### src/rtl/alu_issue_ctrl_pkg.sv
// Shared definitions for alu_issue_ctrl: ALU selects, FSM states, instruction
// field positions and flag-vector bit indices.
package alu_issue_ctrl_pkg;

  localparam int unsigned IW = 10;
  localparam int unsigned AW = 2;

  localparam logic [1:0] SEL_AND = 2'b00;
  localparam logic [1:0] SEL_OR  = 2'b01;
  localparam logic [1:0] SEL_XOR = 2'b10;
  localparam logic [1:0] SEL_ADD = 2'b11;

  typedef enum logic [1:0] {
    ST_IDLE = 2'd0,
    ST_EXEC = 2'd1,
    ST_WB   = 2'd2
  } state_e;

  // Field LSB positions; 2-bit fields unless noted.
  localparam int unsigned INSTR_LDI = 9;
  localparam int unsigned SEL_LSB   = 7;
  localparam int unsigned RD_LSB    = 5;
  localparam int unsigned RS1_LSB   = 3;
  localparam int unsigned RS2_LSB   = 1;
  localparam int unsigned IMM_LSB   = 0;

  // flags = {carry, zero, ovf}
  localparam int unsigned FLAG_C = 2;
  localparam int unsigned FLAG_Z = 1;
  localparam int unsigned FLAG_V = 0;

  function automatic logic [1:0] field2(input logic [IW-1:0] ins, input int unsigned lsb);
    return ins[lsb +: 2];
  endfunction

endpackage

### src/rtl/alu_issue_rf.sv
// Register file for alu_issue_ctrl: two operand read ports, one write port and
// a combinational debug read port. Cleared by asynchronous reset.
module alu_issue_rf #(
  parameter int unsigned NREGS = 4,
  parameter int unsigned DW    = 4,
  parameter int unsigned AW    = $clog2(NREGS)
) (
  input  logic          clk,
  input  logic          rst_n,
  input  logic          we,
  input  logic [AW-1:0] waddr,
  input  logic [DW-1:0] wdata,
  input  logic [AW-1:0] raddr_a,
  output logic [DW-1:0] rdata_a,
  input  logic [AW-1:0] raddr_b,
  output logic [DW-1:0] rdata_b,
  input  logic [AW-1:0] dbg_addr,
  output logic [DW-1:0] dbg_data
);

  logic [DW-1:0] mem_q [NREGS];
  logic [DW-1:0] mem_d [NREGS];

  always_comb begin
    mem_d = mem_q;
    if (we) begin
      mem_d[waddr] = wdata;
    end
  end

  always_ff @(posedge clk or negedge rst_n) begin
    if (!rst_n) begin
      for (int i = 0; i < NREGS; i++) begin
        mem_q[i] <= '0;
      end
    end else begin
      mem_q <= mem_d;
    end
  end

  assign rdata_a  = mem_q[raddr_a];
  assign rdata_b  = mem_q[raddr_b];
  assign dbg_data = mem_q[dbg_addr];

endmodule

### src/rtl/alu_issue_ctrl.sv
// Issue/write-back front-end for the 4-bit ALU: IDLE -> EXEC -> WB per instruction.
// Optional STICKY_OVF_EN enables the sticky overflow bit with synchronous clear.
module alu_issue_ctrl
  import alu_issue_ctrl_pkg::*;
#(
  parameter int unsigned NREGS = 4,
  parameter int unsigned DW    = 4
) (
  input  logic          clk,
  input  logic          rst_n,
  input  logic          instr_valid,
  output logic          instr_ready,
  input  logic [IW-1:0] instr,
  output logic [DW-1:0] alu_a,
  output logic [DW-1:0] alu_b,
  output logic [1:0]    alu_sel,
  input  logic [DW-1:0] alu_out,
  input  logic          alu_carry,
  input  logic          alu_zero,
  input  logic          alu_ovf,
  output logic          res_valid,
  output logic [DW-1:0] res_data,
  output logic [2:0]    flags,
  output logic          ovf_sticky,
  input  logic          ovf_clr,
  input  logic [AW-1:0] dbg_addr,
  output logic [DW-1:0] dbg_data
);

  state_e        state_q, state_d;
  logic [IW-1:0] instr_q, instr_d;
  logic [DW-1:0] hold_res_q, hold_res_d;
  logic [2:0]    hold_flg_q, hold_flg_d;
  logic [2:0]    flags_q, flags_d;
  logic [DW-1:0] res_data_q, res_data_d;

  logic          is_ldi;
  logic [DW-1:0] imm;
  logic [DW-1:0] rs1_data, rs2_data;
  logic          rf_we;
  logic [DW-1:0] rf_wdata;

  assign is_ldi = instr_q[INSTR_LDI];
  assign imm    = instr_q[IMM_LSB +: DW];

  alu_issue_rf #(
    .NREGS (NREGS),
    .DW    (DW),
    .AW    (AW)
  ) u_rf (
    .clk      (clk),
    .rst_n    (rst_n),
    .we       (rf_we),
    .waddr    (field2(instr_q, RD_LSB)),
    .wdata    (rf_wdata),
    .raddr_a  (field2(instr_q, RS1_LSB)),
    .rdata_a  (rs1_data),
    .raddr_b  (field2(instr_q, RS2_LSB)),
    .rdata_b  (rs2_data),
    .dbg_addr (dbg_addr),
    .dbg_data (dbg_data)
  );

  always_comb begin
    state_d     = state_q;
    instr_d     = instr_q;
    hold_res_d  = hold_res_q;
    hold_flg_d  = hold_flg_q;
    flags_d     = flags_q;
    res_data_d  = res_data_q;
    instr_ready = 1'b0;
    res_valid   = 1'b0;
    alu_a       = '0;
    alu_b       = '0;
    alu_sel     = SEL_AND;
    rf_we       = 1'b0;
    rf_wdata    = is_ldi ? imm : hold_res_q;
    unique case (state_q)
      ST_IDLE: begin
        instr_ready = 1'b1;
        if (instr_valid) begin
          instr_d = instr;
          state_d = ST_EXEC;
        end
      end
      ST_EXEC: begin
        if (!is_ldi) begin
          alu_a   = rs1_data;
          alu_b   = rs2_data;
          alu_sel = field2(instr_q, SEL_LSB);
        end
        // LDI captures a don't-care result; it is never written back.
        hold_res_d = alu_out;
        hold_flg_d = {alu_carry, alu_zero, alu_ovf};
        state_d    = ST_WB;
      end
      ST_WB: begin
        res_valid  = 1'b1;
        rf_we      = 1'b1;
        res_data_d = rf_wdata;
        if (!is_ldi) begin
          flags_d = hold_flg_q;
        end
        state_d = ST_IDLE;
      end
      default: state_d = ST_IDLE;
    endcase
  end

  always_ff @(posedge clk or negedge rst_n) begin
    if (!rst_n) begin
      state_q    <= ST_IDLE;
      instr_q    <= '0;
      hold_res_q <= '0;
      hold_flg_q <= '0;
      flags_q    <= '0;
      res_data_q <= '0;
    end else begin
      state_q    <= state_d;
      instr_q    <= instr_d;
      hold_res_q <= hold_res_d;
      hold_flg_q <= hold_flg_d;
      flags_q    <= flags_d;
      res_data_q <= res_data_d;
    end
  end

  assign flags    = flags_q;
  assign res_data = res_data_q;

`ifdef STICKY_OVF_EN
  logic sticky_q, sticky_d;

  // Set takes priority over a coincident clear.
  always_comb begin
    sticky_d = sticky_q;
    if (ovf_clr) begin
      sticky_d = 1'b0;
    end
    if (state_q == ST_WB && !is_ldi && hold_flg_q[FLAG_V]) begin
      sticky_d = 1'b1;
    end
  end

  always_ff @(posedge clk or negedge rst_n) begin
    if (!rst_n) begin
      sticky_q <= 1'b0;
    end else begin
      sticky_q <= sticky_d;
    end
  end

  assign ovf_sticky = sticky_q;
`else
  logic unused_ovf_clr;
  assign unused_ovf_clr = ovf_clr;
  assign ovf_sticky     = 1'b0;
`endif

endmodule
### config.mk
export PLATFORM = sky130hd
export DESIGN_NAME = alu_issue_ctrl
export DESIGN_NICKNAME = d
export VERILOG_FILES = /design/src/rtl/alu_issue_ctrl_pkg.sv /design/src/rtl/alu_issue_rf.sv /design/src/rtl/alu_issue_ctrl.sv
export SDC_FILE = /design/constraint.sdc
export NUM_CORES = 1
export LEC_CHECK = 0
export BUFFER_PORTS_ARGS = -buffer_cell sky130_fd_sc_hd__buf_2
export CAP_MARGIN = 10
export CELL_PAD_IN_SITES_DETAIL_PLACEMENT = 1
export CELL_PAD_IN_SITES_GLOBAL_PLACEMENT = 1
export CORE_MARGIN = 8
export CORE_UTILIZATION = 43
export CTS_CLUSTER_DIAMETER = 200
export DETAILED_ROUTE_END_ITERATION = 10
export PLACE_DENSITY = 0.85
export SYNTH_ARGS = -nofsm -noshare
export SYNTH_HDL_FRONTEND = slang
export SYNTH_SLANG_ARGS = --single-unit
### constraint.sdc
create_clock -name clk -period 2.3 [get_ports clk]
set_clock_uncertainty 0.05 [all_clocks]
set_input_delay 0.69 -clock clk [delete_from_list [all_inputs] [get_ports clk]]
set_output_delay 0.69 -clock clk [all_outputs]
set_load 0.01 [all_outputs]
==> summary.md <==
| Metric | Value |
|---|---|
| Status | complete, but fails checks |
| Failing checks | setup timing |
| Ys Warns | 0 |
| Most frequent cells in the layout | 44 x mux2_2, 43 x buf_2, 39 x dfrtp_1 |
| Core Rows | 25 |
| Worst min-delay path category | input port to asynchronous set/reset pin |
| Final RePlAce weighted congestion | 0.847 |
| Nets | 214 |
| Max Cap Viol | 0 |
| Seq/Total Area, Yosys | 0.510 |
| Synth Area in Simple Gates | 0.0772 |
| Worst-path clk slew | 80 ps |
| Pwr/cell area | 1120 nW/um^2 |
| DPL Wire Length | 3.82 mm |
| Die area | 7260 um^2 |
| Max stage delay on crit path | 590 ps |
| Mean Syn Cell Area | 14.8 um^2 |
| Vias in the first global route | 1617 |
| # hold bufs at CTS | 0 |
| Post-synth EDFFs | 0 |
| Drt drc | 0 |
| Final worst path period share | 1.02 |
| Final hold vios | 0 |
| Final Setup Violations | 7 |
| CP top delay family | simple AND/OR/NAND/NOR gates |
| IO buf count | 44 |
| Post-place setup slack | 21.8 ps |
| Power Total | 2850 uW |
| Layout area overhead | 23.9% |
| Sw Ratio | 0.338 |
| Clk_lat worst skew | 290 ps |
| CTS Sinks | 42 |
| Setup tns final | -201 ps |
| Mux contribution to synthesized area | 0.362 |
| Buf/Inv on CP | 1 |
| Inserted Diodes | 0 |
| Max Root-Sink Buffers | 2 |
| Commonest non-fill, non-tap cell in the layout | mux2_2 |
| Critical path startpoint category | register |
| Post-synth top flop | dfrtp_1 |
| Pint | 1890 uW |
| Max Slew Vio Count | 0 |
| Final min period | 2350 ps |
| Synth top area share | 0.510 |
| RSZ-0062 raised after global routing | true |
| Leakage | 0.00116 uW |
| Share of cells above drive strength 1 | 0.656 |
| Largest area contributor in the netlist | dfrtp_1 |
| Clock root buffer | clkbuf_8 |
| Synthesized-area fraction occupied by adder cells | 0 |
| Synth Area in Compound Gates | 0.0243 |
| CP Capture Type | output port |
| CP arrival | 1610 ps |
| Filler cells | 474 |
| Vias per cell | 5.63 |
| H-tree depth | 2 |
| Fraction of registers with async set/reset | 1.00 |
| Mapped Area | 2060 um^2 |
| Largest net degree at the start of global routing | 43 |
| Crit path max-delay cell type | or4b_4 |
| Critical path type | register to output port |
| Post-synthesis net count | 162 |
| First-pass GRT wire length | 8.58 mm |
| Post-route setup slack | -47.5 ps |
| Relative slew slack | 0.596 |
| All-layer global routing usage | 0.151 |
| #FFs+latches synth | 42 |
| Sequential share of power | 0.469 |
| Crit-path cells | or4b_4, o22ai_2, buf_2 |
| Synth area leaders | dfrtp_1 51%, mux2_2 24%, mux2i_1 7.8%, mux4_2 4.4%, o22ai_1 2.4% |
| Largest family of logic cells by synthesized area | multiplexers |
| Drt pass-1 iters | 4 |
| Worst VDD drop | 482 uV |
| Vias after detailed routing | 1385 |
| Final ANT Viol Nets | 0 |
| Xor-xnor portion of the synthesized cell area | 0 |
| Initial DRC count | 77 |
| Synth Instances | 139 |
| Initial antenna violation count | 0 |
| Worst-Margin Slew | 605 ps |
| CTS tree | yes |
| Die H | 85.2 um |
| Fin area | 2550 um^2 |
| Netlist cell types | 21 |
| Post-DP Area | 2370 um^2 |
| Comb power frac | 0.367 |
| Max Clock Freq | 426 MHz |
| CTS Buf Count | 5 |
| Crit-path max FO | 4 |
| Clock share of power | 0.164 |
| Total gr overflow | 0 |
| I/O pins | 47 |
| DR WL/cell | 20.9 um |
| Die Width | 85.2 um |
| Initial Utilization | 0.442 |
| Std-Cell Core Area | 4660 um^2 |
| Final WL | 5.15 mm |
| Net Switching | 964 uW |
| CP required | 1560 ps |
[final cells by class]
cell class | instances | area [um^2] | share of cell area
clock buffers | 7 | 86.3 | 0.0338
clock inverters | 1 | 5.00 | 0.00196
multi-input cells | 88 | 1020 | 0.401
repair buffers | 54 | 314 | 0.123
flip-flops and latches | 42 | 1050 | 0.413
well taps | 54 | 67.6 | 0.0265
[kinds of logic (layout without fill, tap and decap cells)]
logic type	count (synthesis)	in the layout
AND/OR/NAND/NOR	15	15
flip-flops	42	42
AO/OA/AOI/OAI	8	8
buffers and inverters	9	62
other	1	1
multiplexers	64	64
[metal layers]
layer | wire [um] | track usage
met1 | 2070 | 0.167
met2 | 2730 | 0.266
met5 | 0 | 0
met3 | 285 | 0.0502
met4 | 63 | 0.0518
[Yosys cell counts (all sizes together), types with 3 or more instances]
cell type   n
mux2       44
dfrtp      42
mux2i      16
o22ai       8
buf         6
mux4        4
clkbuf      3
[what timing repair did]
item                                    4_1_cts  5_1_grt
gates resized for setup                       7        8
buffers inserted                              2        0
endpoints found under the setup margin        8       12
pin swaps                                     2        2
[per-stage QoR]
step | hold WS (ps) | utilization | std cells
after floorplan | 344 | - | 139
after global placement | 435 | 0.508 | 236
after detailed placement | 441 | 0.508 | 236
after CTS | 317 | 0.539 | 246
after global routing | 316 | 0.548 | 246
final | 308 | 0.548 | 246
[sequential cells by signal (all words and copies together), names as in the netlist]
register	count
u_rf.mem_q	16
instr_q	10
hold_res_q	4
res_data	4
flags	3
hold_flg_q	3
state_q	2
[power by group through the flow]
stage	Combinational, uW	Clock, uW	Sequential, uW
global route	1140	524	1380
detailed placement	996	0	1320
floorplan	695	0	1240
CTS	1040	492	1320
global placement	941	0	1280
finish	1050	468	1340
[final timing paths]
kind,start,endpoint,slack [ps],depth (start not counted)
max in group asynchronous,rst_n,state_q[0]$_DFFE_PN0P_,1670,2
min reg2reg,flags[0]$_DFFE_PN0P_,flags[0]$_DFFE_PN0P_,460,1
min,rst_n,instr_q[4]$_DFFE_PN0P_,310,2
max,instr_q[9]$_DFFE_PN0P_,alu_b[2],-50,3
min in group clk,flags[0]$_DFFE_PN0P_,flags[0]$_DFFE_PN0P_,460,1
max reg2reg,state_q[0]$_DFFE_PN0P_,u_rf.mem_q[13]$_DFFE_PN0P_,490,3
Note: power is estimated with default switching activity, not from simulation.
